<file path="src/rtl/uart_byte_rx.sv">
// 8N1 UART byte receiver: 16x oversampling, 3-sample majority vote per bit,
// one-cycle rx_done / frame_err strobes.
`timescale 1ns/1ps
module uart_byte_rx #(
   parameter int unsigned CLK_FREQ = 50_000_000
) (
   input  logic       Clk,
   input  logic       Reset,
   input  logic [2:0] baud_set,
   input  logic       uart_rx,
   output logic [7:0] Data,
   output logic       rx_done,
   output logic       frame_err
);

   localparam int unsigned DIV0 = CLK_FREQ / (9600 * 16) - 1;
   localparam int unsigned DIV1 = CLK_FREQ / (19200 * 16) - 1;
   localparam int unsigned DIV2 = CLK_FREQ / (38400 * 16) - 1;
   localparam int unsigned DIV3 = CLK_FREQ / (57600 * 16) - 1;
   localparam int unsigned DIV4 = CLK_FREQ / (115200 * 16) - 1;
   localparam int DW = (DIV0 > 0) ? $clog2(DIV0 + 1) : 1;

   typedef enum logic [1:0] {IDLE, START, DATA, STOP} state_t;

   state_t          state_q;
   logic            rx_s1_q, rx_s2_q, rx_s3_q;
   logic [DW-1:0]   div_q, div_cnt_q;
   logic [3:0]      tick_cnt_q;
   logic [2:0]      bit_idx_q;
   logic [1:0]      smp_q;
   logic [7:0]      shift_q, data_q;
   logic            rx_done_q, frame_err_q;

   logic [DW-1:0]   div_d;
   logic            fall_d, tick_d, maj_d;

   always_comb begin
      div_d = DW'(DIV4);
      case (baud_set)
         3'd0:    div_d = DW'(DIV0);
         3'd1:    div_d = DW'(DIV1);
         3'd2:    div_d = DW'(DIV2);
         3'd3:    div_d = DW'(DIV3);
         default: div_d = DW'(DIV4);
      endcase
   end

   assign fall_d = rx_s3_q & ~rx_s2_q;
   assign tick_d = (state_q != IDLE) && (div_cnt_q == div_q);
   // Third vote is the live synchronised sample at tick 8.
   assign maj_d  = (smp_q[0] & smp_q[1]) | (smp_q[0] & rx_s2_q) | (smp_q[1] & rx_s2_q);

   always_ff @(posedge Clk or posedge Reset) begin
      if (Reset) begin
         rx_s1_q     <= 1'b1;
         rx_s2_q     <= 1'b1;
         rx_s3_q     <= 1'b1;
         state_q     <= IDLE;
         div_q       <= '0;
         div_cnt_q   <= '0;
         tick_cnt_q  <= '0;
         bit_idx_q   <= '0;
         smp_q       <= '0;
         shift_q     <= '0;
         data_q      <= '0;
         rx_done_q   <= 1'b0;
         frame_err_q <= 1'b0;
      end else begin
         rx_s1_q     <= uart_rx;
         rx_s2_q     <= rx_s1_q;
         rx_s3_q     <= rx_s2_q;
         rx_done_q   <= 1'b0;
         frame_err_q <= 1'b0;
         if (state_q == IDLE) begin
            div_cnt_q  <= '0;
            tick_cnt_q <= '0;
            bit_idx_q  <= '0;
            if (fall_d) begin
               div_q   <= div_d;
               state_q <= START;
            end
         end else if (!tick_d) begin
            div_cnt_q <= div_cnt_q + 1'b1;
         end else begin
            div_cnt_q  <= '0;
            tick_cnt_q <= tick_cnt_q + 1'b1;
            if (tick_cnt_q == 4'd6) smp_q[0] <= rx_s2_q;
            if (tick_cnt_q == 4'd7) smp_q[1] <= rx_s2_q;
            case (state_q)
               START: begin
                  if (tick_cnt_q == 4'd8 && maj_d) state_q <= IDLE;
                  else if (tick_cnt_q == 4'd15)    state_q <= DATA;
               end
               DATA: begin
                  if (tick_cnt_q == 4'd8) shift_q <= {maj_d, shift_q[7:1]};
                  if (tick_cnt_q == 4'd15) begin
                     bit_idx_q <= bit_idx_q + 1'b1;
                     if (bit_idx_q == 3'd7) state_q <= STOP;
                  end
               end
               STOP: begin
                  // Leave mid-stop-bit so a following start edge is not missed.
                  if (tick_cnt_q == 4'd8) begin
                     if (maj_d) begin
                        data_q    <= shift_q;
                        rx_done_q <= 1'b1;
                     end else begin
                        frame_err_q <= 1'b1;
                     end
                     state_q <= IDLE;
                  end
               end
               default: state_q <= IDLE;
            endcase
         end
      end
   end

   assign Data      = data_q;
   assign rx_done   = rx_done_q;
   assign frame_err = frame_err_q;

endmodule

</file>
<file path="config.mk">
export PLATFORM = sky130hd
export DESIGN_NAME = uart_byte_rx
export DESIGN_NICKNAME = d
export VERILOG_FILES = /design/src/rtl/uart_byte_rx.sv
export SDC_FILE = /design/constraint.sdc
export NUM_CORES = 1
export LEC_CHECK = 0
export ABC_AREA = 1
export ABC_CLOCK_PERIOD_IN_PS = 4100
export BUFFER_PORTS_ARGS = -buffer_cell sky130_fd_sc_hd__buf_2
export CORE_ASPECT_RATIO = 0.6
export CORE_MARGIN = 4
export CORE_UTILIZATION = 55
export DETAILED_ROUTE_END_ITERATION = 12
export PLACE_DENSITY = 0.76
export SYNTH_ARGS = -nofsm -noshare
export SYNTH_HDL_FRONTEND = slang
export SYNTH_SLANG_ARGS = --single-unit
</file>
<file path="constraint.sdc">
create_clock -name Clk -period 4.1 [get_ports Clk]
set_clock_uncertainty 0.1 [all_clocks]
set_input_delay 0 -clock Clk [delete_from_list [all_inputs] [get_ports Clk]]
set_output_delay 0 -clock Clk [all_outputs]
set_load 0.02 [all_outputs]
</file>
==> impl_metrics.prom, run 1 <==
# TYPE chip_impl_metric gauge
chip_impl_metric{name="path_clk_slew",unit="ns"} 0.09
chip_impl_metric{name="drive_above_1_share",unit=""} 0.1388
chip_impl_metric{name="synth_warnings",unit=""} 0
chip_impl_metric{name="part_of_the_yosys_area_used_for_sequential_elements",unit=""} 0.4987
chip_impl_metric{name="filler_cell_count",unit=""} 365
chip_impl_metric{name="core_region_area",unit="mm²"} 0.004167
chip_impl_metric{name="met2_track_usage_gr",unit=""} 0.2480
chip_impl_metric{name="final.min_clock_period",unit="ns"} 2.499
chip_impl_metric{name="level_count_of_the_clock_h_tree",unit=""} 2
chip_impl_metric{name="wire_length_of_the_first_global_routing_pass",unit="µm"} 8176
chip_impl_metric{name="worst_ep_arrival_time",unit="ns"} 2.65
chip_impl_metric{name="hpwlAfterDp",unit="µm"} 3536
chip_impl_metric{name="via_count_of_the_first_global_routing_pass",unit=""} 1730
chip_impl_metric{name="max-clock-path-buffers",unit=""} 2
chip_impl_metric{name="detail_route.first_pass.iterations",unit=""} 5
chip_impl_metric{name="finalSetupViolations",unit=""} 0
chip_impl_metric{name="insertedDiodeCount",unit=""} 0
chip_impl_metric{name="gp_congestion",unit=""} 0.9268
chip_impl_metric{name="die_outline_area",unit="mm²"} 0.005552
chip_impl_metric{name="final_hold_vio_count",unit=""} 0
chip_impl_metric{name="dieWidth",unit="µm"} 93.57
chip_impl_metric{name="initialDrtViolationCount",unit=""} 173
chip_impl_metric{name="grt_antenna_before_repair",unit=""} 0
chip_impl_metric{name="synthDominantCellAreaShare",unit=""} 0.4661
chip_impl_metric{name="syn2layout_area_growth",unit="%"} 12.01
chip_impl_metric{name="maxSlewHeadroom",unit=""} 0.3586
chip_impl_metric{name="wire_per_inst",unit="µm"} 12.69
chip_impl_metric{name="largest_net_degree_at_the_start_of_global_routing",unit=""} 49
chip_impl_metric{name="die-height",unit="µm"} 59.34
chip_impl_metric{name="maxCapViolations",unit=""} 0
chip_impl_metric{name="post-layout-total-power",unit="mW"} 1.313
chip_impl_metric{name="ir_worst_vdd",unit="mV"} 0.2952
chip_impl_metric{name="yosys.cell_types.count",unit=""} 32
chip_impl_metric{name="cp.required",unit="ns"} 4.25
chip_impl_metric{name="grt_remaining_overflow",unit=""} 0
chip_impl_metric{name="worst_margin_pin_slew",unit="ns"} 0.9607
chip_impl_metric{name="max_clock_freq",unit="MHz"} 400.1
chip_impl_info{name="rsz_0062_raised_after_global_routing",value="no"} 1
chip_impl_metric{name="powerDensity",unit="mW/mm²"} 485.0
chip_impl_metric{name="grt_use_met3",unit=""} 0.03807
chip_impl_metric{name="grt.met1_usage",unit=""} 0.3153
chip_impl_metric{name="numClockSinks",unit=""} 48
chip_impl_metric{name="fin_setup_tns",unit="ns"} 0
chip_impl_metric{name="cts_buffers",unit=""} 5
chip_impl_metric{name="syn_area_per_cell",unit="µm²"} 8.360
chip_impl_info{name="synth_top_cell_by_area",value="dfrtp_1"} 1
chip_impl_metric{name="worst_skew_pair.late_latency",unit="ns"} 0.31
chip_impl_metric{name="drc_errors",unit=""} 0
chip_impl_info{name="outcome",value="complete, no violations"} 1
chip_impl_metric{name="leakage_power_total",unit="nW"} 1.395
chip_impl_info{name="synth_flop_cell",value="dfrtp_1"} 1
chip_impl_info{name="critPathKind",value="reg2reg"} 1
chip_impl_info{name="post_synth_most_frequent_cells",value="nand2_1 (92), dfrtp_1 (45), inv_1 (33)"} 1
chip_impl_metric{name="synth_enable_flop_cells",unit=""} 0
chip_impl_metric{name="post_cts_hold_buffer_count",unit=""} 7
chip_impl_info{name="synth_top_cells_by_area",value="dfrtp_1 (47%), nand2_1 (14%), nand3_1 (5.8%), ha_1 (5.2%), inv_1 (5.1%)"} 1
chip_impl_metric{name="post_drt_via_cell_ratio",unit=""} 5.072
chip_impl_info{name="cts.root.buffer_cell",value="clkbuf_8"} 1
chip_impl_metric{name="grt_util_all_layers",unit=""} 0.1921
chip_impl_metric{name="critical_path_fanout_max",unit=""} 5
chip_impl_info{name="gr-max-usage-layer",value="met1"} 1
chip_impl_metric{name="initial_core_util",unit=""} 0.5799
chip_impl_info{name="holdCritPathClass",value="in2reg"} 1
chip_impl_metric{name="finalNetCount",unit=""} 332
chip_impl_info{name="start_kind",value="register"} 1
chip_impl_metric{name="routed_wirelength",unit="µm"} 4783
chip_impl_metric{name="cts-resized-gates",unit=""} 0
chip_impl_metric{name="timing.final.max_slew_violations",unit=""} 0
chip_impl_metric{name="ioPinCount",unit=""} 16
chip_impl_metric{name="drt.antenna.violating_nets",unit=""} 0
chip_impl_metric{name="post_cts.repair.setup_buffers",unit=""} 0
chip_impl_metric{name="area_of_the_mapped_netlist",unit="mm²"} 0.002416
chip_impl_metric{name="syn_inst",unit=""} 289
chip_impl_metric{name="syn-num-nets",unit=""} 305
chip_impl_info{name="cts_tree",value="done"} 1
chip_impl_info{name="most_frequent_cell_after_synthesis",value="nand2_1"} 1
chip_impl_info{name="critPathCaptureType",value="register"} 1
chip_impl_metric{name="timing.final.crit_share",unit=""} 0.6095
chip_impl_metric{name="standard_cell_rows",unit=""} 18
chip_impl_metric{name="ys_async_sr_fraction",unit=""} 1.000
chip_impl_metric{name="route.vias.total",unit=""} 1912
chip_impl_metric{name="yosys_register_bits",unit=""} 48
chip_impl_metric{name="io_buffer_count",unit=""} 15
[cells by family (layout without fill, tap and decap cells)]
kind of cell / after synthesis / in the layout / share of synthesized area
and+or+nand+nor: 156 / 156 / 0.2838
xor gates and xnor gates: 11 / 11 / 0.03987
adders and majority gates: 10 / 10 / 0.05179
DFF: 48 / 48 / 0.4987
AOI/OAI and AO/OA: 24 / 24 / 0.05697
buffers and inverters: 40 / 68 / 0.06887
[area by class of cell]
cell class / instances / area [µm²] / area share
sequential: 48 / 1205 / 0.4452
multi-input combinational: 201 / 1045 / 0.3860
timing repair buffer: 22 / 145.1 / 0.05363
inverter: 38 / 143.9 / 0.05317
tap: 60 / 75.07 / 0.02774
clock buffer: 5 / 68.82 / 0.02543
clock inverter: 3 / 23.77 / 0.008784
[worst paths after layout]
check | from | endpoint | slack (ns) | cells past startpoint
min in group asynchronous | Reset | tick_cnt_q[0]$_DFFE_PP0P_ | 0.36 | 3
min | uart_rx | rx_s1_q$_DFF_PP1_ | 0.24 | 2
min reg2reg | rx_s1_q$_DFF_PP1_ | rx_s2_q$_DFF_PP1_ | 0.26 | 0
max in group asynchronous | Reset | div_cnt_q[4]$_DFF_PP0_ | 2.95 | 3
max | state_q[0]$_DFFE_PP0P_ | div_q[8]$_DFFE_PP0P_ | 1.60 | 9
max reg2reg | state_q[0]$_DFFE_PP0P_ | div_q[8]$_DFFE_PP0P_ | 1.60 | 9
[metal layers]
layer / vias to the layer above / part of all wire
li1: 960 / -
met1: 889 / 0.55
met2: 52 / 0.38
met3: 11 / 0.052
met4: 0 / 0.015
met5: - / 0
[cell usage in the layout, fill, tap and decap left out, types with 3 or more instances in the layout]
cell	Yosys	routed
o21ai_0	14	14
xor2_1	5	5
nor2_2	3	3
nand3_1	28	28
inv_2	3	4
xnor2_1	6	6
dfstp_2	3	3
inv_1	33	32
nand2_2	4	4
clkbuf_8	0	5
buf_2	0	15
a21oi_1	3	3
ha_1	10	10
dfrtp_1	45	45
nor2_1	19	19
dlygate4sd3_1	0	7
nor3_1	3	3
nand2_1	92	92
[registers in the layout (all words and copies together), names as in the netlist]
register    flops
smp_q           2
rx_s3_q         1
rx_s1_q         1
div_q           7
bit_idx_q       3
state_q         2
shift_q         8
div_cnt_q       9
rx_done         1
tick_cnt_q      4
frame_err       1
Data            8
rx_s2_q         1
[power by group]
group,switching [mW],internal (mW)
registers,0.0679,0.534
clock network,0.164,0.121
logic,0.273,0.153
[critical path, stage by stage, from the launching register on]
cell and delay [ns]:
dfrtp_1 0.43, inv_1 0.10, ha_1 0.18, nand2_1 0.07, nor2_1 0.27, inv_1 0.18
nor2_1 0.21, inv_1 0.11, o32ai_1 0.23, dlygate4sd3_1 0.58
[through the flow]
step	util	hold WS, ns	cells	cell area (µm²)	setup WS, ns
after global routing	0.6496	0.2553	377	2706	1.356
final	0.6496	0.2375	377	2706	1.601
after detailed placement	0.6105	0.006642	362	2544	2.128
after global placement	0.6105	0.006461	362	2544	2.135
after floorplan	-	-0.09552	289	2416	2.470
after CTS	0.6496	0.2321	377	2706	1.609
No activity file was read; power rests on OpenSTA's default activity.
==> run 2: changes to the inputs <==
- ABC_CLOCK_PERIOD_IN_PS: 4100 -> 2500
- clock period: 4.1 -> 2.5 ns (I/O delays scaled with it)
==> impl_metrics.prom, run 2 (synthesis results as in run 1) <==
# TYPE chip_impl_metric gauge
chip_impl_info{name="outcome",value="complete, no violations"} 1
chip_impl_metric{name="route.vias.total",unit=""} 1908
chip_impl_metric{name="worst_skew_pair.late_latency",unit="ns"} 0.30
chip_impl_metric{name="syn2layout_area_growth",unit="%"} 13.21
chip_impl_metric{name="m1WireLength",unit="µm"} 2484
chip_impl_metric{name="level_count_of_the_clock_h_tree",unit=""} 2
chip_impl_metric{name="cts_buffers",unit=""} 5
chip_impl_info{name="holdCritPathClass",value="in2reg"} 1
chip_impl_info{name="start_kind",value="register"} 1
chip_impl_metric{name="core_region_area",unit="mm²"} 0.004167
chip_impl_metric{name="io_buffer_count",unit=""} 15
chip_impl_info{name="reg2reg_to",value="div_q[6]$_DFFE_PP0P_"} 1
chip_impl_metric{name="wl_met2",unit="µm"} 1905
chip_impl_metric{name="routed_wirelength",unit="µm"} 4800
chip_impl_metric{name="maxCapViolations",unit=""} 0
chip_impl_info{name="cts_tree",value="done"} 1
chip_impl_metric{name="post_cts.repair.setup_buffers",unit=""} 0
chip_impl_metric{name="detail_route.first_pass.iterations",unit=""} 4
chip_impl_info{name="hold_end",value="rx_s1_q$_DFF_PP1_"} 1
chip_impl_info{name="highest_metal_layer_used_by_the_detailed_router",value="met4"} 1
chip_impl_metric{name="drt.antenna.violating_nets",unit=""} 0
chip_impl_metric{name="wire_per_inst",unit="µm"} 12.73
chip_impl_metric{name="route.met3.wl",unit="µm"} 358
chip_impl_info{name="reg2reg_from",value="state_q[0]$_DFFE_PP0P_"} 1
chip_impl_metric{name="max_reg_flops",unit=""} 9
chip_impl_metric{name="max-clock-path-buffers",unit=""} 2
chip_impl_metric{name="wire_length_of_the_first_global_routing_pass",unit="µm"} 8480
chip_impl_metric{name="post_drt_via_cell_ratio",unit=""} 5.061
chip_impl_metric{name="critical_path_fanout_max",unit=""} 5
chip_impl_info{name="holdCritStartpoint",value="uart_rx"} 1
chip_impl_metric{name="hpwlAfterDp",unit="µm"} 3543
chip_impl_metric{name="grt_antenna_before_repair",unit=""} 0
chip_impl_metric{name="numClockSinks",unit=""} 48
chip_impl_metric{name="path_clk_slew",unit="ns"} 0.09
chip_impl_metric{name="finalNetCount",unit=""} 332
chip_impl_metric{name="dieWidth",unit="µm"} 93.57
chip_impl_metric{name="die-height",unit="µm"} 59.34
chip_impl_metric{name="drive_above_1_share",unit=""} 0.1451
chip_impl_metric{name="r2r_setup_slack",unit="ns"} 0.25
chip_impl_metric{name="finalSetupViolations",unit=""} 0
chip_impl_metric{name="via_count_of_the_first_global_routing_pass",unit=""} 1790
chip_impl_metric{name="maxSlewHeadroom",unit=""} 0.6070
chip_impl_metric{name="die_outline_area",unit="mm²"} 0.005552
chip_impl_metric{name="timing.final.max_slew_violations",unit=""} 0
chip_impl_info{name="critPathLaunch",value="state_q[0]$_DFFE_PP0P_"} 1
chip_impl_metric{name="standard_cell_rows",unit=""} 18
chip_impl_metric{name="utilization",unit=""} 0.6565
chip_impl_info{name="largest_register",value="div_cnt_q"} 1
chip_impl_metric{name="worst_ep_arrival_time",unit="ns"} 2.40
chip_impl_metric{name="reg2regPathDepth",unit=""} 9
chip_impl_info{name="layout_common_cells",value="nand2_1 (92), dfrtp_1 (45), inv_1 (32)"} 1
chip_impl_metric{name="gp_congestion",unit=""} 0.9259
chip_impl_metric{name="timing.final.crit_share",unit=""} 0.9013
chip_impl_metric{name="ioPinCount",unit=""} 16
chip_impl_metric{name="worst_margin_pin_slew",unit="ns"} 0.5896
chip_impl_metric{name="grt_util_all_layers",unit=""} 0.1977
chip_impl_metric{name="grt_remaining_overflow",unit=""} 0
chip_impl_metric{name="final_hold_vio_count",unit=""} 0
chip_impl_metric{name="postPlaceCellArea",unit="mm²"} 0.002551
chip_impl_info{name="cts.root.buffer_cell",value="clkbuf_8"} 1
chip_impl_metric{name="powerDensity",unit="mW/mm²"} 827.8
chip_impl_info{name="critPathKind",value="reg2reg"} 1
chip_impl_metric{name="drc_errors",unit=""} 0
chip_impl_metric{name="initial_core_util",unit=""} 0.5799
chip_impl_metric{name="max_clock_freq",unit="MHz"} 443.8
chip_impl_metric{name="leakage_power_total",unit="nW"} 1.412
chip_impl_info{name="mostFrequentLayoutCell",value="nand2_1"} 1
chip_impl_info{name="critPathCaptureType",value="register"} 1
chip_impl_metric{name="post-route-cell-area",unit="mm²"} 0.002735
chip_impl_metric{name="initialDrtViolationCount",unit=""} 227
chip_impl_metric{name="worstHoldPathCells",unit=""} 2
chip_impl_metric{name="insertedDiodeCount",unit=""} 0
chip_impl_metric{name="largest_net_degree_at_the_start_of_global_routing",unit=""} 49
chip_impl_metric{name="final.min_clock_period",unit="ns"} 2.253
chip_impl_metric{name="cp.required",unit="ns"} 2.64
chip_impl_metric{name="ir_worst_vdd",unit="mV"} 0.4112
[run 2: cell count changes in the layout (fill, tap and decap cells not counted)]
cell / previous run / this run
bufinv_16: 0 / 1
clkinv_4: 1 / 2
dlygate4sd3_1: 7 / 6
buf_4: 0 / 1
nor2_1: 19 / 18
nor2_4: 1 / 2
clkinvlp_4: 2 / 0
[run 2: repair_timing]
action	4_1_cts	5_1_grt
gates resized for setup	0	2
setup endpoints to repair	0	1
hold buffers	6	0
endpoints found under the hold margin	53	0
[run 2: worst max path at each step]
| stage | end | slack, ns | cells after the start |
|---|---|---|---|
| 5_1_grt | div_q[6]$_DFFE_PP0P_ | -0.01 | 9 |
| 6_report | div_q[6]$_DFFE_PP0P_ | 0.25 | 9 |
| 2_1_floorplan | shift_q[0]$_DFFE_PP0P_ | 0.87 | 8 |
| 4_1_cts | div_q[6]$_DFFE_PP0P_ | 0.10 | 9 |
| 3_5_place_dp | Data[1]$_DFFE_PP0P_ | 0.50 | 9 |
| 3_3_place_gp | Data[2]$_DFFE_PP0P_ | 0.54 | 9 |
[run 2: stage by stage]
stage | std cells | worst slack [ns] | setup TNS [ns] | hold WS [ns] | total power, mW
after floorplan | 289 | 0.8705 | 0 | -0.09552 | 1.529
after global placement | 363 | 0.5357 | 0 | 0.006465 | 1.652
after detailed placement | 363 | 0.4976 | 0 | 0.006176 | 1.673
after CTS | 377 | 0.1041 | 0 | 0.2325 | 2.267
after global routing | 377 | -0.009516 | -0.009516 | 0.2524 | 2.437
final | 377 | 0.2467 | 0 | 0.2454 | 2.264
[run 2: worst max-delay path, cell delays in order, from the launching register on]
cell and delay [ns]:
dfrtp_1 0.43, inv_1 0.10, ha_1 0.18, nand2_1 0.10, nor2_4 0.16, inv_1 0.12
nor2_1 0.18, inv_1 0.11, o21ai_0 0.15, dlygate4sd3_1 0.57
[run 2: report_power, final]
group          total, mW  leakage [nW]  switching [mW]  internal, mW
Clock              0.565        0.0583           0.264         0.301
Sequential         0.986         0.644           0.109         0.876
Combinational      0.713         0.709           0.465         0.248
Total               2.26          1.41           0.839          1.43
[run 2: final cells by class]
class | count | area (µm²)
Clock buffer | 5 | 68.82
Clock inverter | 3 | 47.55
Fill cell | 344 | 1431
Inverter | 38 | 143.9
Multi-Input combinational cell | 201 | 1052
Sequential cell | 48 | 1205
Tap cell | 60 | 75.07
Timing Repair Buffer | 22 | 142.6
[run 2: routing by layer]
layer | vias up | track usage
li1 | 973 | -
met1 | 873 | 0.3164
met2 | 55 | 0.2774
met3 | 7 | 0.03807
met4 | 0 | 0.04115
met5 | - | 0
==> run 3: changes to the inputs <==
- GPL_TIMING_DRIVEN: unset -> 0
==> impl_metrics.prom, run 3 (synthesis results as in run 1) <==
# TYPE chip_impl_metric gauge
chip_impl_metric{name="max_reg_flops",unit=""} 9
chip_impl_metric{name="post_drt_via_cell_ratio",unit=""} 5.037
chip_impl_metric{name="numClockSinks",unit=""} 48
chip_impl_metric{name="die-height",unit="µm"} 59.34
chip_impl_info{name="layout_common_cells",value="nand2_1 (92), dfrtp_1 (45), inv_1 (32)"} 1
chip_impl_metric{name="max_clock_freq",unit="MHz"} 435.1
chip_impl_info{name="critPathKind",value="reg2reg"} 1
chip_impl_metric{name="maxSlewHeadroom",unit=""} 0.7374
chip_impl_metric{name="hpwlAfterDp",unit="µm"} 3612
chip_impl_metric{name="final.min_clock_period",unit="ns"} 2.298
chip_impl_info{name="largest_register",value="div_cnt_q"} 1
chip_impl_metric{name="final_hold_vio_count",unit=""} 0
chip_impl_metric{name="grt_antenna_before_repair",unit=""} 0
chip_impl_metric{name="wire_per_inst",unit="µm"} 12.60
chip_impl_metric{name="level_count_of_the_clock_h_tree",unit=""} 2
chip_impl_metric{name="ioPinCount",unit=""} 16
chip_impl_info{name="critPathCaptureType",value="register"} 1
chip_impl_metric{name="worst_skew_pair.late_latency",unit="ns"} 0.31
chip_impl_metric{name="routed_wirelength",unit="µm"} 4775
chip_impl_metric{name="insertedDiodeCount",unit=""} 0
chip_impl_metric{name="maxCapViolations",unit=""} 0
chip_impl_metric{name="post_cts.repair.setup_buffers",unit=""} 0
chip_impl_metric{name="finalSetupViolations",unit=""} 0
chip_impl_metric{name="ir_worst_vdd",unit="mV"} 0.5404
chip_impl_metric{name="powerDensity",unit="mW/mm²"} 794.9
chip_impl_metric{name="cts_buffers",unit=""} 5
chip_impl_metric{name="max-clock-path-buffers",unit=""} 2
chip_impl_metric{name="finalNetCount",unit=""} 334
chip_impl_metric{name="standard_cell_rows",unit=""} 18
chip_impl_metric{name="io_buffer_count",unit=""} 15
chip_impl_info{name="cts.root.buffer_cell",value="clkbuf_8"} 1
chip_impl_info{name="outcome",value="complete, no violations"} 1
chip_impl_metric{name="leakage_power_total",unit="nW"} 1.413
chip_impl_metric{name="initial_core_util",unit=""} 0.5799
chip_impl_metric{name="core_region_area",unit="mm²"} 0.004167
chip_impl_metric{name="grt_util_all_layers",unit=""} 0.1947
chip_impl_metric{name="detail_route.first_pass.iterations",unit=""} 5
chip_impl_metric{name="worst_margin_pin_slew",unit="ns"} 0.3922
chip_impl_metric{name="syn2layout_area_growth",unit="%"} 13.78
chip_impl_metric{name="via_count_of_the_first_global_routing_pass",unit=""} 1690
chip_impl_metric{name="cp.required",unit="ns"} 2.65
chip_impl_metric{name="worst_ep_arrival_time",unit="ns"} 2.44
chip_impl_metric{name="largest_net_degree_at_the_start_of_global_routing",unit=""} 32
chip_impl_metric{name="grt_remaining_overflow",unit=""} 0
chip_impl_metric{name="critical_path_fanout_max",unit=""} 5
chip_impl_info{name="mostFrequentLayoutCell",value="nand2_1"} 1
chip_impl_metric{name="gp_congestion",unit=""} 0.8054
chip_impl_info{name="rsz_0062_raised_after_global_routing",value="no"} 1
chip_impl_metric{name="drt.antenna.violating_nets",unit=""} 0
chip_impl_metric{name="route.vias.total",unit=""} 1909
chip_impl_metric{name="path_clk_slew",unit="ns"} 0.09
chip_impl_metric{name="die_outline_area",unit="mm²"} 0.005552
chip_impl_metric{name="post-route-cell-area",unit="mm²"} 0.002749
chip_impl_metric{name="postPlaceCellArea",unit="mm²"} 0.002586
chip_impl_info{name="start_kind",value="register"} 1
chip_impl_metric{name="timing.final.crit_share",unit=""} 0.9192
chip_impl_metric{name="initialDrtViolationCount",unit=""} 96
chip_impl_metric{name="timing.final.max_slew_violations",unit=""} 0
chip_impl_metric{name="dieWidth",unit="µm"} 93.57
chip_impl_info{name="cts_tree",value="done"} 1
chip_impl_metric{name="wire_length_of_the_first_global_routing_pass",unit="µm"} 8280
chip_impl_metric{name="drc_errors",unit=""} 0
chip_impl_metric{name="fin_setup_tns",unit="ns"} 0
chip_impl_metric{name="drive_above_1_share",unit=""} 0.1536
chip_impl_info{name="holdCritPathClass",value="in2async"} 1
==> run 3: power by group <==
part	switching, mW	internal [mW]
logic	0.437	0.271
clock network	0.264	0.224
registers	0.113	0.876
total	0.814	1.37
==> run 3: final cells by class <==
cell class	count	area, µm²
Inverter	38	143.9
Fill cell	342	1418
Timing Repair Buffer	22	155.1
Tap cell	60	75.07
Multi-Input combinational cell	201	1050
Sequential cell	48	1205
Clock buffer	6	82.58
Clock inverter	2	15.01
Buffer	2	22.52
==> run 3: worst max-delay path, stage by stage (launching register included) <==
cell and delay (ns):
dfrtp_1 0.44, inv_1 0.10, ha_1 0.18, nand2_1 0.08, nor2_2 0.23, inv_1 0.16, nor2_2 0.16, inv_1 0.10
o21ai_0 0.14, dlygate4sd3_1 0.56
==> run 3: what timing repair did <==
item,CTS,global route
endpoints found under the setup margin,0,1
gates resized for setup,0,2
hold buffers,6,0
hold endpoints to repair,55,0
==> run 3: worst paths after layout <==
check | start | endpoint | slack (ns) | cells past startpoint
setup / recovery | state_q[0]$_DFFE_PP0P_ | div_q[6]$_DFFE_PP0P_ | 0.20 | 9
hold / removal | Reset | div_cnt_q[1]$_DFF_PP0_ | 0.11 | 3
setup reg to reg | state_q[0]$_DFFE_PP0P_ | div_q[6]$_DFFE_PP0P_ | 0.20 | 9
hold reg to reg | rx_s1_q$_DFF_PP1_ | rx_s2_q$_DFF_PP1_ | 0.26 | 0
max in group asynchronous | Reset | rx_s3_q$_DFF_PP1_ | 1.63 | 4
min in group Clk | uart_rx | rx_s1_q$_DFF_PP1_ | 0.24 | 2
==> run 3: stage by stage <==
| step | worst slack [ns] | util | hold WS (ns) | cells | power (mW) |
|---|---|---|---|---|---|
| final | 0.2019 | 0.6598 | 0.1101 | 379 | 2.185 |
| after CTS | 0.07163 | 0.6586 | 0.1195 | 379 | 2.199 |
| after global placement | 0.5416 | 0.6159 | 0.005765 | 364 | 1.657 |
| after floorplan | 0.8705 | - | -0.09552 | 289 | 1.529 |
| after global routing | 0.01153 | 0.6598 | 0.1706 | 379 | 2.350 |
| after detailed placement | 0.5089 | 0.6207 | -0.08928 | 365 | 1.686 |
==> run 3: per-layer routing <==
metal,routed length [µm],GRT usage
met5,0,0
met4,59,0.06173
met3,318,0.05711
met2,1829,0.2500
met1,2567,0.3086
